## src/rtl/barcode_pkg.sv

```systemverilog
// Shared timing constants and state encoding for the barcode link.
// Imported by the transmitter, the receiver and their benches.
package barcode_pkg;

    localparam int BC_PERIOD_DEF = 512;

    // Low time of each cell type, in quarter cell periods
    localparam int Q_START = 2;
    localparam int Q_ONE   = 1;
    localparam int Q_ZERO  = 3;

    typedef enum logic [1:0] {
        IDLE,
        LOW,
        HIGH,
        TRAIL
    } bc_state_t;

    function automatic int low_quarters(
        input logic is_start,
        input logic bit_v
    );
        if (is_start) begin
            return Q_START;
        end
        return bit_v ? Q_ONE : Q_ZERO;
    endfunction

endpackage

```

## src/rtl/barcode_tx.sv

```systemverilog
// Barcode station-ID transmitter: start cell, 8 data cells MSB first,
// then a one-cell high trailer, as a pulse-width coded frame on BC.
module barcode_tx
    import barcode_pkg::*;
#(
    parameter int PERIOD = BC_PERIOD_DEF
) (
    input  logic       clk,
    input  logic       rst,
    input  logic       send,
    input  logic [7:0] station_id,
    output logic       BC,
    output logic       busy,
    output logic       done
);

    localparam int CW  = $clog2(PERIOD);
    localparam int QTR = PERIOD / 4;
    localparam logic [CW-1:0] CNT_LAST = CW'(PERIOD - 1);

    bc_state_t     state_q, state_d;
    logic [CW-1:0] cnt_q, cnt_d;
    logic [3:0]    idx_q, idx_d;
    logic [7:0]    sr_q, sr_d;
    logic          bc_q, bc_d;
    logic          busy_q, busy_d;
    logic          done_q, done_d;

    logic [CW-1:0] low_last;
    logic          cell_end;

    // Next state, counters and registered outputs derived from next state
    always_comb begin
        state_d  = state_q;
        cnt_d    = cnt_q;
        idx_d    = idx_q;
        sr_d     = sr_q;
        done_d   = 1'b0;
        low_last = CW'(low_quarters(idx_q == 4'd0, sr_q[7]) * QTR - 1);
        cell_end = (cnt_q == CNT_LAST);

        unique case (state_q)
            IDLE: begin
                if (send) begin
                    state_d = LOW;
                    cnt_d   = '0;
                    idx_d   = 4'd0;
                    sr_d    = station_id;
                end
            end
            LOW: begin
                cnt_d = cnt_q + 1'b1;
                if (cnt_q == low_last) begin
                    state_d = HIGH;
                end
            end
            HIGH: begin
                if (cell_end) begin
                    cnt_d = '0;
                    if (idx_q == 4'd8) begin
                        state_d = TRAIL;
                    end else begin
                        state_d = LOW;
                        idx_d   = idx_q + 4'd1;
                        // The start cell carries no data bit, so no shift
                        if (idx_q != 4'd0) begin
                            sr_d = {sr_q[6:0], 1'b0};
                        end
                    end
                end else begin
                    cnt_d = cnt_q + 1'b1;
                end
            end
            TRAIL: begin
                if (cell_end) begin
                    state_d = IDLE;
                    cnt_d   = '0;
                    done_d  = 1'b1;
                end else begin
                    cnt_d = cnt_q + 1'b1;
                end
            end
            default: begin
                state_d = IDLE;
            end
        endcase

        bc_d   = (state_d != LOW);
        busy_d = (state_d != IDLE);
    end

    // State, counters and output registers with synchronous reset
    always_ff @(posedge clk) begin
        if (rst) begin
            state_q <= IDLE;
            cnt_q   <= '0;
            idx_q   <= 4'd0;
            sr_q    <= 8'h00;
            bc_q    <= 1'b1;
            busy_q  <= 1'b0;
            done_q  <= 1'b0;
        end else begin
            state_q <= state_d;
            cnt_q   <= cnt_d;
            idx_q   <= idx_d;
            sr_q    <= sr_d;
            bc_q    <= bc_d;
            busy_q  <= busy_d;
            done_q  <= done_d;
        end
    end

    assign BC   = bc_q;
    assign busy = busy_q;
    assign done = done_q;

endmodule

```

## config.mk

```make
export PLATFORM = sky130hd
export DESIGN_NAME = barcode_tx
export DESIGN_NICKNAME = d
export VERILOG_FILES = /design/src/rtl/barcode_pkg.sv /design/src/rtl/barcode_tx.sv
export SDC_FILE = /design/constraint.sdc
export NUM_CORES = 1
export LEC_CHECK = 0
export ABC_AREA = 1
export CAP_MARGIN = 10
export CORE_AREA = 2 2 49 51
export DETAILED_ROUTE_END_ITERATION = 16
export DIE_AREA = 0 0 51 53
export DONT_BUFFER_PORTS = 1
export MAX_ROUTING_LAYER = met4
export PLACE_DENSITY = 0.79
export SYNTH_ARGS = -nofsm -noshare
export SYNTH_HDL_FRONTEND = slang
export SYNTH_SLANG_ARGS = --single-unit
```

## constraint.sdc

```tcl
create_clock -name clk -period 2.35 [get_ports clk]
set_input_delay 0.1175 -clock clk [delete_from_list [all_inputs] [get_ports clk]]
set_output_delay 0.1175 -clock clk [all_outputs]
set_load 0.05 [all_outputs]
```

==> results.toml <==
[timing]
fin_skew_ps = 12.3
hold_ws_ps = 28.6
post-route-period-util = 0.766
finalSetupViolCount = 0
max_freq_mhz = 555
relSlewSlack = 0.680
rsz0062_at_grt = "no"
slew_violations = 0
worst_slew_pin_slew_ps = 480
setup_slack_ps = 549
post-route-min-period_ps = 1800
tns_ps = 0
finalHoldViolCount = 0

[synthesis]
synth_flop_cell = "dfxtp_1"
synth_cell_types = 24
yosys_warnings = 0
yosysSeqAreaShare = 0.381
yosysTopAreaCellShare = 0.381
synth.top_cells.by_area = "dfxtp_1 (38%), nand2_1 (16%), nor2_1 (8.0%)"
synth_area_per_cell_um2 = 6.80
synth_cells = 201
ys_seq_elements = 26
syn_area_um2 = 1370
synthesis.nets = 216
synth_top_cell_by_area = "dfxtp_1"
synthArstFlopShare = 0
synth-edff-count = 0

[setup_path]
crit_type = "reg2reg"
critical-path-top-delay-family = "adder cells"
cp-startpoint = "cnt_q[0]"
worst_path_max_delay_cell = "dfxtp_1"
cp_num_cells = 9
cp_slowest_stage_delay_ps = 400
crit_path_end_kind = "register"
path_cells = "ha_1 -> nand2_1 -> nor3_1 -> ha_1 -> nand2_1 -> o21ai_4 -> inv_1 -> a21oi_1 -> nor2_1"
crit_buf_inv = 1
crit_end = "idx_q[0]"
worst-r2r-cell-count = 9
r2r-start = "cnt_q[0]"
worstPathArrival_ps = 2040
start_kind = "register"
reg2reg_to = "idx_q[0]"
rrSetupSlack_ps = 550
crit_fanout = 7
cp_data_required_time_ps = 2590

[grt]
grt_max_degree = 16
grt_util_met1 = 0.254
grt_pass1_wl_um = 4620
grt_usage = 0.235
grtUsageMet2 = 0.429
grt_pass1_vias = 1141
antenna_found_initial = 0
grt_use_met3 = 0.0311
grt_overflow = 0
grt-busiest-layer = "met2"

[cts]
cts_resized = 0
clk_pin_slew_worst_paths_ps = 150
cts_tree = "built"
clkSinkCount = 26
root_buffer = "clkbuf_4"
cts.path.max_buffers = 2
htree_num_levels = 1
insertion_delay_ps = 340
cts_buffers = 3

[final_layout]
postLayoutCellArea_um2 = 1460
fill_cells = 204
area_growth_pct = 6.59
drive_gt1_frac = 0.0735
finalNetCount = 220
antenna_cells = 0
instances_no_fill = 232
final_util = 0.679
layout_commonest_cell = "nand2_1"
mostFrequentLayoutCells = "nand2_1 (60), nor2_1 (29), dfxtp_1 (26), inv_1 (19)"

[floorplan]
die_w_um = 51
row_count = 17
die_area_um2 = 2700
ioPinCount = 14
core_um2 = 2150
die_y_um = 53
start_util = 0.637

[power_and_ir_drop]
power_mw = 0.873
ir_worst_vdd_mv = 0.464
power_density_nw_per_um2 = 599
p_leak_nw = 0.623

[placement]
place_congestion = 0.829
placed_area_um2 = 1380
place_inst = 225
hpwl_um = 1910
io_buffers = 0
place_ws_ps = 584

[detailed_routing]
drt-pass1-iter-count = 4
antenna_left = 0
vias = 1233
drc_errors = 0
wl_per_cell_um = 11.5
via_per_inst = 5.31
drt-total-wl_um = 2660
first_iter_violations = 25

[hold_path]
worstHoldStart = "station_id[1]"
min_path_type = "in2reg"

[status]
status = "finished clean"

[run]
drv_cap = 0
## state kept, by name (all words and copies together) (netlist names)
signal	count
BC	1
busy	1
cnt_q	9
done	1
idx_q	4
sr_q	8
state_q	2
## Yosys cell counts (all sizes together), types with 2 or more instances
cell type	instances
nand2	63
nor2	31
dfxtp	26
inv	21
o21ai	15
a21oi	12
nand3	12
nor3	8
ha	4
buf	3
clkbuf	2
xor2	2
## area by class of cell
type                       instances  area [um2]  share of cell area
clock buffer                       3        22.5              0.0155
clock inverter                     1        30.0              0.0206
inverter                          22        90.1              0.0618
multi-input combinational        148         722               0.495
sequential                        26         520               0.357
tap                               28        35.0              0.0240
timing repair buffer               4        37.5              0.0258
## tightest hold or removal path, delay by kind of cell
family	cells	cell delay [ps]
and+or+nand+nor	3	150
AOI/OAI and AO/OA	1	70
## per-layer routing
metal / up-vias / share of wire
met5: - / 0
met4: 0 / 0.020
met3: 7 / 0.038
met2: 29 / 0.50
met1: 556 / 0.44
li1: 641 / -
## kinds of logic after synthesis
| family | Yosys count | share of synthesized area |
|---|---|---|
| and+or+nand+nor | 114 | 0.358 |
| AOI/OAI and AO/OA | 28 | 0.121 |
| buffers and inverters | 27 | 0.0915 |
| DFF | 26 | 0.381 |
| adders and majority gates | 4 | 0.0366 |
| xor gates and xnor gates | 2 | 0.0128 |
## how the worst min path moves through the flow
stage | end | slack (ps) | cells after the start
4_1_cts | sr_q[1] | 30 | 4
6_report | sr_q[1] | 30 | 4
5_1_grt | idx_q[2] | 70 | 3
3_3_place_gp | cnt_q[8] | 190 | 1
3_5_place_dp | idx_q[1] | 190 | 1
2_1_floorplan | sr_q[0] | 280 | 2
## power breakdown
part           switching, mW  internal [mW]  total (mW)
Clock                  0.140          0.173       0.313
Combinational         0.0502         0.0300      0.0801
Sequential            0.0216          0.459       0.480
## timing repair
item | CTS | global route
hold buffers | 3 | 0
buffers inserted | 0 | 0
setup endpoints to repair | 0 | 0
endpoints found under the hold margin | 9 | 0
No activity file was read; power rests on OpenSTA's default activity.
